===== src/rtl/pcu_i2c_sequencer_if.sv =====
`default_nettype none
// ============================================================================
// Module   : pcu_i2c_sequencer_if
// Brief    : SPI-byte / I2C-engine bundle seen by the PCU I2C sequencer.
// Revision : 1.0 - initial release
// ============================================================================
interface pcu_i2c_sequencer_if;
    logic       i_CS_n;
    logic       i_SPI_RX_DV;
    logic [7:0] i_SPI_RX_Byte;
    logic       o_SPI_TX_DV;
    logic [7:0] o_SPI_TX_Byte;
    logic       o_I2C_Enable;
    logic [6:0] o_I2C_Addr;
    logic       o_I2C_RW;
    logic [7:0] o_I2C_Data;
    logic       i_I2C_Ready;
    logic       i_I2C_RX_DV;
    logic [7:0] i_I2C_RX_Byte;
    logic       i_I2C_Nack;
    logic       o_Busy;
    logic       o_Err;

    // Sequencer side
    modport master (
        input  i_CS_n, i_SPI_RX_DV, i_SPI_RX_Byte,
        input  i_I2C_Ready, i_I2C_RX_DV, i_I2C_RX_Byte, i_I2C_Nack,
        output o_SPI_TX_DV, o_SPI_TX_Byte, o_I2C_Enable, o_I2C_Addr,
        output o_I2C_RW, o_I2C_Data, o_Busy, o_Err
    );

    // SPI slave / I2C engine side
    modport slave (
        output i_CS_n, i_SPI_RX_DV, i_SPI_RX_Byte,
        output i_I2C_Ready, i_I2C_RX_DV, i_I2C_RX_Byte, i_I2C_Nack,
        input  o_SPI_TX_DV, o_SPI_TX_Byte, o_I2C_Enable, o_I2C_Addr,
        input  o_I2C_RW, o_I2C_Data, o_Busy, o_Err
    );
endinterface
`default_nettype wire


===== src/rtl/pcu_i2c_sequencer.sv =====
`default_nettype none
// ============================================================================
// Module   : pcu_i2c_sequencer
// Brief    : Parses SPI frames into I2C requests, supervises the handshake
//            with a timeout and returns read data or status to the SPI side.
// Revision : 1.0 - initial release
// ============================================================================
module pcu_i2c_sequencer #(
    parameter int TIMEOUT_CYCLES = 4096
) (
    input  wire logic            i_Clk,
    input  wire logic            i_Rst_L,
    pcu_i2c_sequencer_if.master  bus
);

    typedef enum logic [2:0] {
        S_IDLE        = 3'd0,
        S_GET_DATA    = 3'd1,
        S_ISSUE       = 3'd2,
        S_WAIT_ACCEPT = 3'd3,
        S_WAIT_DONE   = 3'd4,
        S_RESP        = 3'd5
    } state_t;

    localparam logic [15:0] c_TO_LAST = 16'(TIMEOUT_CYCLES - 1);

    state_t      r_state,   w_state;
    logic [15:0] r_cnt,     w_cnt;
    logic [6:0]  r_addr,    w_addr;
    logic        r_rw,      w_rw;
    logic [7:0]  r_data,    w_data;
    logic        r_en,      w_en;
    logic [7:0]  r_rd_byte, w_rd_byte;
    logic        r_nack,    w_nack;
    logic        r_tout,    w_tout;
    logic        r_err,     w_err;
    logic        r_tx_dv,   w_tx_dv;
    logic [7:0]  r_tx_byte, w_tx_byte;
    logic        w_last;

    assign w_last = (r_cnt == c_TO_LAST);

    always_comb begin
        w_state   = r_state;
        w_cnt     = 16'd0;
        w_addr    = r_addr;
        w_rw      = r_rw;
        w_data    = r_data;
        w_en      = r_en;
        w_rd_byte = r_rd_byte;
        w_nack    = r_nack;
        w_tout    = r_tout;
        w_err     = r_err;
        w_tx_dv   = 1'b0;
        w_tx_byte = r_tx_byte;

        case (r_state)
            S_IDLE: begin
                if (bus.i_SPI_RX_DV && !bus.i_CS_n) begin
                    w_addr    = bus.i_SPI_RX_Byte[7:1];
                    w_rw      = bus.i_SPI_RX_Byte[0];
                    w_err     = 1'b0;
                    w_nack    = 1'b0;
                    w_tout    = 1'b0;
                    w_rd_byte = 8'h00;
                    w_state   = bus.i_SPI_RX_Byte[0] ? S_ISSUE : S_GET_DATA;
                end
            end
            S_GET_DATA: begin
                if (bus.i_CS_n) begin
                    w_state = S_IDLE;
                end else if (bus.i_SPI_RX_DV) begin
                    w_data  = bus.i_SPI_RX_Byte;
                    w_state = S_ISSUE;
                end
            end
            S_ISSUE: begin
                w_cnt = r_cnt + 16'd1;
                if (bus.i_I2C_Ready) begin
                    w_en    = 1'b1;
                    w_state = S_WAIT_ACCEPT;
                end else if (w_last) begin
                    w_tout  = 1'b1;
                    w_state = S_RESP;
                end
            end
            S_WAIT_ACCEPT: begin
                w_cnt = r_cnt + 16'd1;
                if (!bus.i_I2C_Ready) begin
                    w_en    = 1'b0;
                    w_state = S_WAIT_DONE;
                end else if (w_last) begin
                    w_en    = 1'b0;
                    w_tout  = 1'b1;
                    w_state = S_RESP;
                end
            end
            S_WAIT_DONE: begin
                w_cnt = r_cnt + 16'd1;
                // Capture in the completion cycle too so a late byte/NACK is not lost
                if (bus.i_I2C_RX_DV) w_rd_byte = bus.i_I2C_RX_Byte;
                if (bus.i_I2C_Nack)  w_nack    = 1'b1;
                if (bus.i_I2C_Ready) begin
                    w_state = S_RESP;
                end else if (w_last) begin
                    w_tout  = 1'b1;
                    w_state = S_RESP;
                end
            end
            S_RESP: begin
                w_err   = r_err | r_nack | r_tout;
                w_state = S_IDLE;
            end
            default: begin
                w_en    = 1'b0;
                w_state = S_IDLE;
            end
        endcase

        if (w_state != r_state) w_cnt = 16'd0;

        // Response is loaded on entry to RESP so TX_DV is a single clean pulse
        if (w_state == S_RESP && r_state != S_RESP) begin
            w_tx_dv   = 1'b1;
            w_tx_byte = (r_rw && !w_nack && !w_tout) ? w_rd_byte
                                                      : {5'b00000, r_rw, w_tout, w_nack};
        end
    end

    always_ff @(posedge i_Clk) begin
        if (!i_Rst_L) begin
            r_state   <= S_IDLE;
            r_cnt     <= 16'd0;
            r_addr    <= 7'd0;
            r_rw      <= 1'b0;
            r_data    <= 8'd0;
            r_en      <= 1'b0;
            r_rd_byte <= 8'd0;
            r_nack    <= 1'b0;
            r_tout    <= 1'b0;
            r_err     <= 1'b0;
            r_tx_dv   <= 1'b0;
            r_tx_byte <= 8'd0;
        end else begin
            r_state   <= w_state;
            r_cnt     <= w_cnt;
            r_addr    <= w_addr;
            r_rw      <= w_rw;
            r_data    <= w_data;
            r_en      <= w_en;
            r_rd_byte <= w_rd_byte;
            r_nack    <= w_nack;
            r_tout    <= w_tout;
            r_err     <= w_err;
            r_tx_dv   <= w_tx_dv;
            r_tx_byte <= w_tx_byte;
        end
    end

    assign bus.o_SPI_TX_DV   = r_tx_dv;
    assign bus.o_SPI_TX_Byte = r_tx_byte;
    assign bus.o_I2C_Enable  = r_en;
    assign bus.o_I2C_Addr    = r_addr;
    assign bus.o_I2C_RW      = r_rw;
    assign bus.o_I2C_Data    = r_data;
    assign bus.o_Busy        = (r_state != S_IDLE);
    assign bus.o_Err         = r_err;

endmodule
`default_nettype wire


===== src/flat_wrapper.sv =====
// flat-port wrapper written by rule: the top's interface ports become plain ports
module pcu_i2c_sequencer_flat 
#(
    parameter int TIMEOUT_CYCLES = 4096
)
  (i_Clk, i_Rst_L, bus_i_CS_n, bus_i_SPI_RX_DV, bus_i_SPI_RX_Byte, bus_i_I2C_Ready, bus_i_I2C_RX_DV, bus_i_I2C_RX_Byte, bus_i_I2C_Nack, bus_o_SPI_TX_DV, bus_o_SPI_TX_Byte, bus_o_I2C_Enable, bus_o_I2C_Addr, bus_o_I2C_RW, bus_o_I2C_Data, bus_o_Busy, bus_o_Err);
  pcu_i2c_sequencer_if bus_i ();
  input  wire logic i_Clk;
  input  wire logic i_Rst_L;
  input wire logic [$bits(bus_i.i_CS_n)-1:0] bus_i_CS_n;
  input wire logic [$bits(bus_i.i_SPI_RX_DV)-1:0] bus_i_SPI_RX_DV;
  input wire logic [$bits(bus_i.i_SPI_RX_Byte)-1:0] bus_i_SPI_RX_Byte;
  input wire logic [$bits(bus_i.i_I2C_Ready)-1:0] bus_i_I2C_Ready;
  input wire logic [$bits(bus_i.i_I2C_RX_DV)-1:0] bus_i_I2C_RX_DV;
  input wire logic [$bits(bus_i.i_I2C_RX_Byte)-1:0] bus_i_I2C_RX_Byte;
  input wire logic [$bits(bus_i.i_I2C_Nack)-1:0] bus_i_I2C_Nack;
  output wire logic [$bits(bus_i.o_SPI_TX_DV)-1:0] bus_o_SPI_TX_DV;
  output wire logic [$bits(bus_i.o_SPI_TX_Byte)-1:0] bus_o_SPI_TX_Byte;
  output wire logic [$bits(bus_i.o_I2C_Enable)-1:0] bus_o_I2C_Enable;
  output wire logic [$bits(bus_i.o_I2C_Addr)-1:0] bus_o_I2C_Addr;
  output wire logic [$bits(bus_i.o_I2C_RW)-1:0] bus_o_I2C_RW;
  output wire logic [$bits(bus_i.o_I2C_Data)-1:0] bus_o_I2C_Data;
  output wire logic [$bits(bus_i.o_Busy)-1:0] bus_o_Busy;
  output wire logic [$bits(bus_i.o_Err)-1:0] bus_o_Err;
  assign bus_i.i_CS_n = bus_i_CS_n;
  assign bus_i.i_SPI_RX_DV = bus_i_SPI_RX_DV;
  assign bus_i.i_SPI_RX_Byte = bus_i_SPI_RX_Byte;
  assign bus_i.i_I2C_Ready = bus_i_I2C_Ready;
  assign bus_i.i_I2C_RX_DV = bus_i_I2C_RX_DV;
  assign bus_i.i_I2C_RX_Byte = bus_i_I2C_RX_Byte;
  assign bus_i.i_I2C_Nack = bus_i_I2C_Nack;
  assign bus_o_SPI_TX_DV = bus_i.o_SPI_TX_DV;
  assign bus_o_SPI_TX_Byte = bus_i.o_SPI_TX_Byte;
  assign bus_o_I2C_Enable = bus_i.o_I2C_Enable;
  assign bus_o_I2C_Addr = bus_i.o_I2C_Addr;
  assign bus_o_I2C_RW = bus_i.o_I2C_RW;
  assign bus_o_I2C_Data = bus_i.o_I2C_Data;
  assign bus_o_Busy = bus_i.o_Busy;
  assign bus_o_Err = bus_i.o_Err;
  pcu_i2c_sequencer #(.TIMEOUT_CYCLES(TIMEOUT_CYCLES)) u_core (.i_Clk(i_Clk), .i_Rst_L(i_Rst_L), .bus(bus_i));
endmodule

===== config.mk =====
export PLATFORM = sky130hd
export DESIGN_NAME = pcu_i2c_sequencer_flat
export DESIGN_NICKNAME = d
export VERILOG_FILES = /design/src/rtl/pcu_i2c_sequencer_if.sv /design/src/rtl/pcu_i2c_sequencer.sv /design/src/flat_wrapper.sv
export SDC_FILE = /design/constraint.sdc
export NUM_CORES = 1
export LEC_CHECK = 0
export CAP_MARGIN = 20
export CORE_MARGIN = 1.5
export CORE_UTILIZATION = 55
export CTS_CLUSTER_DIAMETER = 60
export CTS_CLUSTER_SIZE = 16
export DETAILED_ROUTE_END_ITERATION = 8
export DONT_BUFFER_PORTS = 1
export GPL_TIMING_DRIVEN = 0
export HOLD_SLACK_MARGIN = 0.06
export MAX_ROUTING_LAYER = met4
export PLACE_DENSITY_LB_ADDON = 0.25
export SLEW_MARGIN = 20
export SYNTH_ARGS = -nofsm -noshare
export SYNTH_HDL_FRONTEND = slang
export SYNTH_SLANG_ARGS = --single-unit

===== constraint.sdc =====
create_clock -name i_Clk -period 2.3 [get_ports i_Clk]
set_clock_uncertainty 0.2 [all_clocks]
set_input_delay 0.345 -clock i_Clk [delete_from_list [all_inputs] [get_ports i_Clk]]
set_output_delay 0.345 -clock i_Clk [all_outputs]
set_load 0.005 [all_outputs]

* Word-level counts from Yosys, hierarchy flattened
Index checks and enable logic that the tools add are counted.
Storage, ports and cells: output and inout port bits 28, flip-flop bits (word level) 56, word-level logic and storage cells 77
Cells by class: bitwise gates (word level) 6, muxes and demuxes 28, $add $sub $neg 1, reductions and logical operators 18, equal/unequal tests 12
Operators by type and width (count):
- $mux 8 | 3
- $mux 3 | 7
- $add 16x1->16 const B | 1
- $eq 16x12->1 const B | 1
- $pmux 8 s2 | 1
- $pmux 3 s5 | 1
- $mux 1 | 11
- $eq 3x3->1 const B | 3
- $eq 3x2->1 const B | 2
- $pmux 1 s3 | 2
- $reduce_and 3->1 | 2
- $reduce_or 3->1 | 2
- $logic_and 1x1->1 | 4
- $not 1->1 | 4
- $pmux 1 s2 | 2
- $reduce_and 2->1 | 2
- $reduce_or 4->1 | 1
- $eq 3x1->1 const B | 1
- $logic_not 1->1 | 3
- $logic_not 3->1 | 1
- $ne 3x2->1 const B | 1
- $ne 3x3->1 | 1
- $ne 3x3->1 const B | 1
- $reduce_bool 3->1 | 1
- 6 further kinds | 7

* Depth between registers and ports, before layout
depth in word-level cells 8, mapped depth 8, mapped depth without buffers 6

* Least setup slack after synthesis
OpenSTA, ideal clock, no wires.
kind reg-to-reg, start point register u_core.r_cnt[13], end point register u_core.r_tx_byte[0], in the netlist u_core.bus.o_SPI_TX_Byte[0], path buffers 0, arrival 1896 ps, setup slack 82 ps, library setup time 122 ps, data required time 1978 ps, cell stages (with the launch flop) 6, clock period less this slack 2218 ps, path through dfxtp_1 -> or4_4 -> nor4b_4 -> o221a_2 -> nor4b_4 -> a221o_2
On the way: word-level cells in the longest chain between the ends 7
Ends and longest elaborated chain:
- start, declared | line pcu_i2c_sequencer.sv:28 | logic [15:0] r_cnt, w_cnt;
- start signal, assigned | line pcu_i2c_sequencer.sv:146 | r_cnt <= w_cnt;
- $eq 16x12->1 (*) | line pcu_i2c_sequencer.sv:41 | assign w_last = (r_cnt == c_TO_LAST);
- parallel branches: the longest is 6 deep, another holds $pmux 3 s5
- end signal, assigned | line pcu_i2c_sequencer.sv:156 | r_tx_byte <= w_tx_byte;
- end, declared | line pcu_i2c_sequencer.sv:38 | logic [7:0] r_tx_byte, w_tx_byte;
Every way passes the cells marked *. A chain may end at the register's enable or synchronous reset.

* Worst setup path in the final report
start point register u_core.r_state[0], end point register u_core.r_tx_byte[6], in the netlist u_core.bus.o_SPI_TX_Byte[6]
On the way: word-level cells in the longest chain between the ends 6
Ends and longest elaborated chain:
- start, declared | line pcu_i2c_sequencer.sv:27 | state_t r_state, w_state;
- start signal, assigned | line pcu_i2c_sequencer.sv:145 | r_state <= w_state;
- $eq 3x2->1, or another cell as far along | line pcu_i2c_sequencer.sv:57 | case (r_state)
- $reduce_or 2->1 (no line) or $pmux 1 s2 (tied branches)
- $pmux 1 s3 or $logic_not 1->1 (tied branches) | line pcu_i2c_sequencer.sv:57, pcu_i2c_sequencer.sv:125
- $logic_not 1->1 or $logic_and 1x1->1 (tied branches) | line pcu_i2c_sequencer.sv:125 | w_tx_byte = (r_rw && !w_nack && !w_tout) ? w_rd_byte
- $logic_and 1x1->1 | line pcu_i2c_sequencer.sv:125
- $mux 8 | line pcu_i2c_sequencer.sv:125
Parallel ways exist; a longest one is shown, timed or not.

==> results.tsv <==
stage	metric	value	unit
status	outcome	finished, final reports clean	
logic_synthesis	syn_nets	271	
routing	wl_per_cell	15.4	um
logic_synthesis	synth-seq-cells	56	
global_routing	track_usage	24.4	%
final_layout	drive_gt1_share	12.0	%
logic_synthesis	avgSynthCellArea	9.23	um^2
worst_hold_path	hold_path_class	input pin to register	
floorplanning	io-pin-count	51	
critical_path	reg2regPathDepth	7	
routing	via_per_inst	5.62	
clock_tree	h-tree-depth	2	
logic_synthesis	netlist.area_leader.share	49.1	%
final_layout	area_growth	16.6	%
sta	relSlewSlack	54.4	%
logic_synthesis	yosys.area.top_type	dfxtp_1	
logic_synthesis	ys_top_cells_by_area	dfxtp_1 49%, nor2_1 6.6%, a22o_1 4.6%	
power_and_ir_drop	fin_total_pwr	1680	uW
power_and_ir_drop	power.density	633	nW/um^2
critical_path	worstPathMaxFanout	10	
floorplanning	coreArea	4000	um^2
routing	drt-initial-drc-count	140	
logic_synthesis	seq_area_frac_synth	49.1	%
clock_tree	clockBufferDepth	2	
final_layout	multi_input_area	1130	um^2
clock_tree	clkSlewWorstSetupHoldPaths	0.11	ns
global_routing	grt_pass1_vias	1797	
floorplanning	die_area	4540	um^2
logic_synthesis	yosysUniqueCellTypes	43	
clock_tree	clkSinkCount	56	
critical_path	startpoint_type	register	
floorplanning	start_util	57.0	%
logic_synthesis	syn_inst	247	
critical_path	reg2reg_from	u_core.r_state[0]$_SDFF_PN0_	
sta	worst_pin_slew	0.682	ns
final_layout	final_common_cell	dfxtp_1	
final_layout	seqCellArea	1120	um^2
power_and_ir_drop	leakagePower	0.000976	uW
sta	hold_viol	0	
critical_path	path_class	register to register	
floorplanning	rows	23	
sta	max_freq	442	MHz
final_layout	fin_nets	297	
sta	tns	0	ns
routing	routed_wl	5000	um
place	place_ws	-0.168	ns
sta	layout_setup_ws	0.0386	ns
final_layout	final_cell_mix	56 x dfxtp_1, 39 x nor2_1, 22 x nand2_1	
power_and_ir_drop	ir_worst_vdd	443	uV
routing	drtAntennaViolNets	0	
critical_path	crit_start	u_core.r_state[0]$_SDFF_PN0_	
place	port_buffers	0	
critical_path	r2r_end	u_core.bus.o_SPI_TX_Byte[6]$_SDFFE_PN0P_	
clock_tree	clock_latency	0.32	ns
critical_path	critPathRequiredTime	2.36	ns
sta	setup_viol	0	
global_routing	overflow	0	
routing	drc_errors	0	
place	dp_hpwl	3240	um
logic_synthesis	syn_area	2280	um^2
routing	vias	1821	
logic_synthesis	ys.flop_type	dfxtp_1	
final_layout	n_fill_cell	348	
global_routing	antenna_found_initial	0	
place	gp_congestion	0.831	
critical_path	rrSetupSlack	0.04	ns
logic_synthesis	synth_enable_flop_cells	0	
floorplanning	die_y	67.4	um
critical_path	critPathArrivalTime	2.32	ns
floorplanning	die_x	67.4	um
sta	rsz0062_at_grt	true	
logic_synthesis	synth-async-reset-ratio	0	%
critical_path	critPathCapture	u_core.bus.o_SPI_TX_Byte[6]$_SDFFE_PN0P_	
final_layout	diodes	0	
global_routing	grt_first_pass_wirelength	8090	um
critical_path	end_kind	register	
clock_tree	cts_made_buffers	5	
sta	maxSlewViolCount	0	
global_routing	grt_start_max_net_pins	20	
clock_tree	cts_tree	done	
sta	fin_crit	2.26	ns
run	cap_viol_max_count	0	
sta	fin_crit_sh	98.3	%
logic_synthesis	yosysWarningCount	0	
clock_tree	clock-root-buffer	clkbuf_8	
routing	drt_pass1_iterations	4	
-- sequential cells by signal, summed over array words and instances (netlist names) --
| name | count |
|---|---|
| u_core.bus.o_Err | 1 |
| u_core.bus.o_I2C_Addr | 7 |
| u_core.bus.o_I2C_Data | 8 |
| u_core.bus.o_I2C_Enable | 1 |
| u_core.bus.o_I2C_RW | 1 |
| u_core.bus.o_SPI_TX_Byte | 8 |
| u_core.bus.o_SPI_TX_DV | 1 |
| u_core.r_cnt | 16 |
| u_core.r_nack | 1 |
| u_core.r_rd_byte | 8 |
| u_core.r_state | 3 |
| u_core.r_tout | 1 |
-- cells in the mapped netlist, drive strengths merged, types with 2 or more instances --
library cell  instances
and3                  4
o21a                  3
nand3                 8
xor2                 10
mux2i                 8
a22o                 12
nand2                22
xnor2                 5
nor2b                 2
or3                   2
nand4                 2
nand2b                6
a31oi                 2
dfxtp                56
clkbuf                4
nor3                  6
nor2                 40
nor4b                 2
a21oi                20
and4                  2
and2                  2
buf                   5
o21ai                 5
inv                   4
-- report_power, final --
part	internal (uW)	leakage, uW	switching [uW]
logic	53.4	0.000475	71.5
registers	984	0.000452	11.9
clock network	223	0.0000487	340
total	1260	0.000976	423
-- metal layers --
layer | routed length (um) | track usage [%]
met5 | 0 | -
met4 | 53 | 7.65
met3 | 308 | 6.17
met2 | 2370 | 36.8
met1 | 2260 | 32.3
-- kinds of logic after synthesis --
group | share of synthesized area, %
AOI/OAI and AO/OA | 15.0
xor gates and xnor gates | 5.76
adders and majority gates | 0.987
buffers and inverters | 2.52
DFF | 49.1
muxes | 3.51
and+or+nand+nor | 23.0
-- per-stage QoR --
| stage | hold WS, ns | util, % | cell area, um^2 | instances |
|---|---|---|---|---|
| floorplan | 0.218 | - | 2280 | 247 |
| detailed placement | 0.254 | 58.6 | 2340 | 297 |
| CTS | 0.0604 | 65.7 | 2630 | 324 |
| finish | 0.0519 | 66.5 | 2660 | 324 |
| global placement | 0.229 | 58.6 | 2340 | 297 |
| global route | 0.0626 | 66.5 | 2660 | 324 |
-- critical path: stages (launching register included) --
cell	delay [ns]
dfxtp_1	0.34
buf_2	0.18
or4b_2	0.66
a21oi_2	0.18
nor2_1	0.09
nor4b_4	0.24
buf_4	0.19
a22o_1	0.12
-- cell type report --
class                      instances  area share (%)
timing repair buffer              20            7.29
clock inverter                     3           0.988
sequential                        56            42.1
clock buffer                       5            2.59
tap                               50            2.35
inverter                           5           0.706
buffer                             8            1.55
multi-input combinational        177            42.4
-- repair_timing --
item | in CTS | in global routing
pin swaps | 2 | 2
setup buffers | 4 | 0
gates resized for setup | 2 | 8
endpoints found under the setup margin | 16 | 23
hold endpoints to repair | 27 | 1
hold buffers | 15 | 1
-- how the worst min path moves through the flow --
stage	from	end	slack, ns	cells past startpoint
after floorplan	u_core.r_cnt[0]$_SDFF_PP0_	u_core.r_cnt[0]$_SDFF_PP0_	0.22	1
after global placement	u_core.r_cnt[0]$_SDFF_PP0_	u_core.r_cnt[0]$_SDFF_PP0_	0.23	1
after detailed placement	u_core.r_cnt[0]$_SDFF_PP0_	u_core.r_cnt[0]$_SDFF_PP0_	0.25	1
after CTS	bus_i_SPI_RX_Byte[0]	u_core.r_state[1]$_SDFF_PN0_	0.06	3
after global routing	bus_i_I2C_Ready	u_core.r_state[0]$_SDFF_PN0_	0.06	2
final	bus_i_I2C_Ready	u_core.r_state[0]$_SDFF_PN0_	0.05	2
No activity file was read; power rests on OpenSTA's default activity.
